`config.mk`:
```
export PLATFORM = sky130hd
export DESIGN_NAME = text_line_writer
export DESIGN_NICKNAME = d
export VERILOG_FILES = /design/src/rtl/text_line_writer.sv
export SDC_FILE = /design/constraint.sdc
export NUM_CORES = 1
export LEC_CHECK = 0
export ABC_AREA = 0
export BUFFER_PORTS_ARGS = -buffer_cell sky130_fd_sc_hd__buf_4
export CAP_MARGIN = 10
export CORE_MARGIN = 3
export CORE_UTILIZATION = 29
export CTS_CLUSTER_DIAMETER = 40
export CTS_CLUSTER_SIZE = 20
export DETAILED_ROUTE_END_ITERATION = 7
export MAX_ROUTING_LAYER = met4
export PLACE_DENSITY_LB_ADDON = 0.05
export SYNTH_ARGS = -nofsm -noshare
export SYNTH_HDL_FRONTEND = slang
export SYNTH_SLANG_ARGS = --single-unit
```
`constraint.sdc`:
```
create_clock -name clk -period 3.55 [get_ports clk]
set_input_delay 0.1775 -clock clk [delete_from_list [all_inputs] [get_ports clk]]
set_output_delay 0.1775 -clock clk [all_outputs]
set_load 0.02 [all_outputs]
```
`src/rtl/text_line_writer.sv`:
```
// Glyph line-buffer writer: put glyph, print a saturated binary number as right-aligned decimal, or clear.
// Latency: put/clear/no-op complete in 1 cycle; put-number takes NUM_W + DIGITS cycles, then done.
// Backpressure: cmd_ready is low for the whole number conversion/write; valid during that time is dropped.
module text_line_writer #(
    parameter int CODE_W     = 5,
    parameter int NUM_W      = 14,
    parameter int DIGITS     = 4,
    parameter int NUM_MAX    = 9999,
    parameter int DIGIT_BASE = 0,
    parameter int BLANK_CODE = 31
) (
    input  logic              clk,
    input  logic              rst_n,
    input  logic              cmd_valid,
    output logic              cmd_ready,
    input  logic [1:0]        cmd_op,
    input  logic [3:0]        cmd_slot,
    input  logic [CODE_W-1:0] cmd_char,
    input  logic [NUM_W-1:0]  cmd_num,
    input  logic [3:0]        rd_slot,
    output logic [CODE_W-1:0] rd_code,
    output logic              busy,
    output logic              done
);

    localparam int BCD_W = 4 * DIGITS;
    localparam int CNT_W = $clog2(NUM_W + 1);

    localparam logic [1:0] OP_PUT   = 2'b00;
    localparam logic [1:0] OP_NUM   = 2'b01;
    localparam logic [1:0] OP_CLEAR = 2'b10;

    localparam logic [CODE_W-1:0] BLANK = CODE_W'(BLANK_CODE);

    typedef enum logic [1:0] {
        IDLE  = 2'd0,
        CONV  = 2'd1,
        WRITE = 2'd2
    } state_t;

    state_t             state;
    logic [CODE_W-1:0]  line_buf [16];
    logic [NUM_W-1:0]   bin_sh;
    logic [BCD_W-1:0]   bcd;
    logic [CNT_W-1:0]   cnt;
    logic [3:0]         base_slot;
    logic               nz_seen;

    logic [BCD_W-1:0]   bcd_adj;
    logic [3:0]         top_digit;
    logic [3:0]         wr_idx;
    logic               last_digit;
    logic [CODE_W-1:0]  digit_code;
    logic [NUM_W-1:0]   num_sat;
    logic               accept;

    // Double-dabble correction, digit selection and write-slot arithmetic
    always_comb begin
        bcd_adj = bcd;
        for (int i = 0; i < DIGITS; i++) begin
            if (bcd[i*4 +: 4] >= 4'd5) begin
                bcd_adj[i*4 +: 4] = bcd[i*4 +: 4] + 4'd3;
            end
        end
        top_digit  = bcd[BCD_W-1 -: 4];
        wr_idx     = base_slot + 4'(cnt);
        last_digit = (cnt == CNT_W'(DIGITS - 1));
        // Leading zeros blank out, but the units digit always prints
        if (top_digit == 4'd0 && !nz_seen && !last_digit) begin
            digit_code = BLANK;
        end else begin
            digit_code = CODE_W'(DIGIT_BASE) + CODE_W'(top_digit);
        end
        num_sat = (cmd_num > NUM_W'(NUM_MAX)) ? NUM_W'(NUM_MAX) : cmd_num;
        accept  = cmd_valid && cmd_ready;
    end

    // Command FSM: owns the line buffer and all handshake/status outputs
    always_ff @(posedge clk) begin
        if (!rst_n) begin
            state     <= IDLE;
            cmd_ready <= 1'b1;
            busy      <= 1'b0;
            done      <= 1'b0;
            bin_sh    <= '0;
            bcd       <= '0;
            cnt       <= '0;
            base_slot <= '0;
            nz_seen   <= 1'b0;
            for (int i = 0; i < 16; i++) begin
                line_buf[i] <= BLANK;
            end
        end else begin
            done <= 1'b0;
            unique case (state)
                IDLE: begin
                    if (accept) begin
                        unique case (cmd_op)
                            OP_PUT: begin
                                line_buf[cmd_slot] <= cmd_char;
                                done               <= 1'b1;
                            end
                            OP_NUM: begin
                                bin_sh    <= num_sat;
                                bcd       <= '0;
                                cnt       <= '0;
                                base_slot <= cmd_slot;
                                nz_seen   <= 1'b0;
                                cmd_ready <= 1'b0;
                                busy      <= 1'b1;
                                state     <= CONV;
                            end
                            OP_CLEAR: begin
                                for (int i = 0; i < 16; i++) begin
                                    line_buf[i] <= BLANK;
                                end
                                done <= 1'b1;
                            end
                            default: begin
                                done <= 1'b1;
                            end
                        endcase
                    end
                end
                CONV: begin
                    bcd    <= {bcd_adj[BCD_W-2:0], bin_sh[NUM_W-1]};
                    bin_sh <= {bin_sh[NUM_W-2:0], 1'b0};
                    if (cnt == CNT_W'(NUM_W - 1)) begin
                        cnt   <= '0;
                        state <= WRITE;
                    end else begin
                        cnt <= cnt + CNT_W'(1);
                    end
                end
                WRITE: begin
                    line_buf[wr_idx] <= digit_code;
                    bcd              <= {bcd[BCD_W-5:0], 4'd0};
                    if (top_digit != 4'd0) begin
                        nz_seen <= 1'b1;
                    end
                    if (last_digit) begin
                        cnt       <= '0;
                        cmd_ready <= 1'b1;
                        busy      <= 1'b0;
                        done      <= 1'b1;
                        state     <= IDLE;
                    end else begin
                        cnt <= cnt + CNT_W'(1);
                    end
                end
                default: begin
                    state     <= IDLE;
                    cmd_ready <= 1'b1;
                    busy      <= 1'b0;
                end
            endcase
        end
    end

    // Renderer read port: registered, returns pre-write contents on a same-cycle collision
    always_ff @(posedge clk) begin
        if (!rst_n) begin
            rd_code <= BLANK;
        end else begin
            rd_code <= line_buf[rd_slot];
        end
    end

endmodule

```
=== Word level (Yosys, flattened, before mapping) ===
Memory sizes are Yosys's and may differ from the RTL's. A register that Yosys moved wholly into a read port is not among the register bits.
Index checks and enable logic that the tools add are counted.

* Register bits: 44
* RAM bits: 80
* Bits of input ports: 32
* Output and inout port bits: 8
* Logic and storage cells: 142
* Memories: 1

* $add $sub $neg: 6
* Order comparisons: 5
* Equal/unequal tests: 11
* Mux-type cells: 72
* Bitwise operators: 17
* Reductions and logical operators: 21

{| class="wikitable"
|+ Memory list
! memory !! depth !! bits a word !! rd ports !! clocked after Yosys merged registers in !! write ports !! RTL line !! text
|-
| line_buf || 16 || 5 || 1 || 1 || 16 || 42 || <nowiki>logic [CODE_W-1:0] line_buf [16];</nowiki>
|}

{| class="wikitable"
|+ Operators by type and width
! cell !! count
|-
| $mux 5 || 19
|-
| $pmux 16 s3 || 1
|-
| $mux 14 || 3
|-
| $mux 4 || 9
|-
| $mux 16 || 2
|-
| $pmux 14 s2 || 1
|-
| $mux 1 || 26
|-
| $ge 4x3->1 const B || 4
|-
| $or 1x1->1 || 16
|-
| $gt 14x14->1 const B || 1
|-
| $add 4x2->4 const B || 3
|-
| $pmux 4 s3 || 1
|-
| $reduce_and 4->1 || 3
|-
| $reduce_or 5->1 || 2
|-
| $reduce_and 3->1 || 3
|-
| $mux 2 || 4
|-
| $ne 2x2->1 const B || 4
|-
| $pmux 1 s3 || 2
|-
| $pmux 2 s3 || 1
|-
| $add 4x1->4 const B || 1
|-
| $add 4x4->4 || 1
|-
| $eq 2x1->1 const B || 2
|-
| $eq 2x2->1 const B || 2
|-
| $eq 4x2->1 const B || 1
|-
| 13 further kinds || 20
|}

=== Longest topological paths before layout ===
* Depth after elaboration: 9
* Depth in mapped cells: 10
* Depth with buffers taken out: 7

=== Least setup slack after synthesis ===
OpenSTA, ideal clock, no wires.

* Path type: flip-flop to flip-flop
* From: register cnt[0]
* To: memory line_buf[12][0] (enable)
* Setup time: 0.374 ns
* Data arrival time: 1.977 ns
* Required time: 3.176 ns
* Path slack: 1.199 ns
* Stages on the path, launching flop included: 8
* Buffers on the path: 0
* Cells stage by stage: dfxtp_1 > ha_1 > fa_1 > xnor2_1 > and2_1 > nor2_1 > o21ai_0 > o21ai_0

{| class="wikitable"
|+ RTL lines
! item !! RTL line !! text
|-
| from (decl) || 45 || <nowiki>logic [CNT_W-1:0] cnt;</nowiki>
|-
| from (signal assigned) || 132 || <nowiki>cnt <= cnt + CNT_W'(1);</nowiki>
|-
| from (signal assigned) || 148 || <nowiki>cnt <= cnt + CNT_W'(1);</nowiki>
|-
| to (decl) || 42 ||
|}

==> key figures <==
Global route
  – Vias in the first global route: around 5000
  – Total GRT Usage: 16.1%
  – Pin count of the biggest net entering global routing: 31
  – Initial antenna violation count: 0
  – GRT overflow: 0
  – First-pass GRT wire length: 29200 um

Power
  – Final Power: between 4 and 5 mW
  – Power per cell area: 520 nW/um^2
  – NetSw: 1.26 mW
  – Clock share of power: approximately two fifths
  – Power Internal: 2.86 mW
  – Leakage: 2.38 nW
  – Comb power frac: 17.9%
  – Sw frac: between 30 and 40%
  – Sequential share of power: 41.3%
  – Maximum VDD drop: 217 uV

Timing
  – Slew margin rel.: 28.4%
  – Setup Skew: 10.2 ps
  – Worst slew pin tran: roughly 1100 ps
  – TNS Setup: 0 ps
  – RSZ-0062 raised after global routing: false
  – Hold Vio Cnt, Final: 0
  – Fmax: 0.372 GHz
  – Pins Over Slew Limit: 0
  – Period utilization: 75.7%
  – Final min period: 2690 ps
  – Final Setup Violations: 0

Clocking
  – Clk root buf: clkbuf_16
  – Post-CTS Resized: 0
  – Later-pin clock latency in the skew report: 430 ps
  – TritonCTS clock tree: yes
  – Cts hold-fix bufs: 0
  – Post-CTS setup buffer count: 0
  – Clock-pin slew on the worst setup and hold paths: 70 ps
  – H-tree lvl count: 4
  – Clock sinks: 129
  – TritonCTS Buffers: 17
  – Max clock buf depth: 2

Worst setup path
  – Worst setup EP type: register
  – Top cell by count, worst path: o21ai_0
  – CP peak stage delay: 640 ps
  – Crit path DAT: 2740 ps
  – Worst path slowest cell: o21ai_0
  – Worst-path fanout max: 6
  – Startpoint types: register
  – Crit path cell chain: ha_1 -> fa_1 -> xnor2_1 -> and2_1 -> nor2_1 -> o21ai_0 -> o21ai_0
  – Req. time, crit path: around 3600 ps
  – Critical path class: reg2reg

Die
  – Die H: 158 um
  – Core ar.: around 23000 um^2
  – Die Area: about 25000 um^2
  – # IOs: 40
  – Chip width: 158 um
  – Initial Util: slightly below 30%
  – Site Rows: 55

Yosys
  – Synth Net Count: 635
  – Post-synthesis cell count: 584
  – Yosys cell types: 65
  – Synth Register Bits: 129
  – FFs w/ async S/R, synth: 0%
  – Register area share after synthesis: 50.2%
  – Post-synthesis cell area: slightly below 7000 um^2
  – Avg Cell Area, Syn: ~12 um^2
  – Top FF cell, synth: edfxtp_1
  – Ys Warns: 0
  – Number of flops mapped to enable cells by yosys: 80

Placement
  – Placed Area: 7360 um^2
  – DP HPWL: ~13000 um
  – PortBufs: 39
  – RD Place Congestion: 0.741

Route
  – Via-to-Cell Ratio: 5.06
  – Drt wl/cell: roughly 20 um
  – Number of remaining DRC errors: 0
  – Total wire length: roughly 19000 um
  – First drt pass iteration count: 5
  – Routed Antenna Nets: 0
  – DR iter-0 viols: between 200 and 300
  – Vias: 4777

Cells and area
  – Layout cells sized above 1: 23.7%
  – Antenna Cells: 0
  – Final nets: 670
  – Most common cell after layout, fill and taps aside: edfxtp_1
  – Commonest cells after routing, fill and taps aside: 80 x edfxtp_1, 63 x buf_4, 57 x nand3_1, 49 x nand2_1, 49 x dfxtp_1
  – Fin area: 7920 um^2
  – Area added between synthesis and finish: 17.4%
  – Fillcell total: 2289

Run status
  – Outcome: complete, no violations

Run
  – Max-cap violations: 0

Hold path
  – Hold crit path type: in2reg
==> through the flow <==
stage | cells | utilization (%) | setup slack [ps] | hold slack (ps)
final | 945 | 34.8 | 862 | 23.9
after detailed placement | 913 | 32.3 | 851 | 455
after CTS | 945 | 34.8 | 846 | 10.8
after global placement | 913 | 32.3 | 870 | 451
after floorplan | 584 | - | 1200 | 322
after global routing | 945 | 34.8 | 607 | 19.8
==> cell type report <==
type | instances | area (um^2) | area share (%)
Inverter | 14 | 52.6 | 0.664
Clock inverter | 15 | 135 | 1.71
Timing Repair Buffer | 63 | 473 | 5.97
Tap cell | 313 | 392 | 4.95
Multi-Input combinational cell | 394 | 3060 | 38.6
Clock buffer | 17 | 425 | 5.37
Sequential cell | 129 | 3380 | 42.7
==> cells in the mapped netlist (3+ instances only) <==
master      n  area share, %
nor3b_1    15            1.7
buf_6       4           0.67
o221ai_1    4           0.52
clkbuf_1   18            1.0
inv_1      14           0.78
nor3_1      3           0.22
buf_2      17            1.3
o21a_1      4           0.45
nand2_1    49            2.7
nand2b_1   12            1.1
o21ai_0    28            2.1
xnor2_1     6           0.78
edfxtp_1   80             36
nand3_2    12            1.8
a21o_1      5           0.56
a22o_1      4           0.52
xor2_1      3           0.39
a221oi_1    6           0.78
a21boi_0   13            1.4
dfxtp_1    49             15
nor2b_1     8           0.74
ha_1       18            3.3
nand3_1    57            4.2
o211ai_1    3           0.33
or3_1       5           0.46
o2bb2ai_1   3           0.39
a32o_1      4           0.59
nor2_1     23            1.3
mux4_2     25            8.4
a21bo_2     4           0.59
a21oi_1    27            2.0
mux2i_1     4           0.59
a222oi_1    3           0.45
buf_4       6           0.67
and2_1      4           0.37
a21boi_1    3           0.33
a31oi_1     3           0.28
a22oi_1     4           0.45
==> power groups by stage <==
stage | clock (mW) | combinational (mW) | sequential (mW)
after global placement | 0 | 0.743 | 1.73
final | 1.68 | 0.738 | 1.70
after floorplan | 0 | 0.501 | 1.73
after detailed placement | 0 | 0.748 | 1.73
after global routing | 1.79 | 0.823 | 1.71
after CTS | 1.72 | 0.751 | 1.70
==> kinds of logic after synthesis <==
kind of cell    Yosys count  share of synthesized area, %
simple gates            199                          16.6
compound gates          135                          14.3
flops                   129                          50.2
buf+inv                  61                          4.49
mux                      30                          9.11
fa+ha+maj                19                          3.64
xor+xnor                 11                          1.65
==> worst max-delay path: cells and delay by family (launching register included) <==
| family | cells | cell delay [ps] |
|---|---|---|
| DFF | 1 | 350 |
| adders and majority gates | 2 | 620 |
| and+or+nand+nor | 2 | 390 |
| xor gates and xnor gates | 1 | 150 |
| AOI/OAI and AO/OA | 2 | 810 |
==> flip-flops by register name (all words and copies together) (netlist names), 2 cells and up <==
register / count
base_slot: 4
bin_sh: 14
cnt: 4
rd_code: 5
line_buf: 80
state: 2
bcd: 16
==> final timing paths <==
path                                              from                       endpoint  slack, ps  depth (start not counted)
worst min-delay path                        cmd_num[7]         bin_sh[7]$_SDFFE_PN0P_         20                          3
worst min register to register  bin_sh[0]$_SDFFE_PN0P_         bin_sh[0]$_SDFFE_PN0P_        460                          2
worst max-delay path               cnt[0]$_SDFFE_PN0P_  line_buf[12][3]$_SDFFCE_PN1P_        860                          7
worst max register to register     cnt[0]$_SDFFE_PN0P_  line_buf[12][3]$_SDFFCE_PN1P_        860                          7
==> routing by layer <==
layer  up-vias  wire [um]  GRT usage (%)
li1       2273          -              -
met1      2391       8100           19.4
met2        91       9460           27.2
met3        22        559           2.94
met4         0        385           6.06
met5         -          0              -
Power figures use the tool's default switching activity.
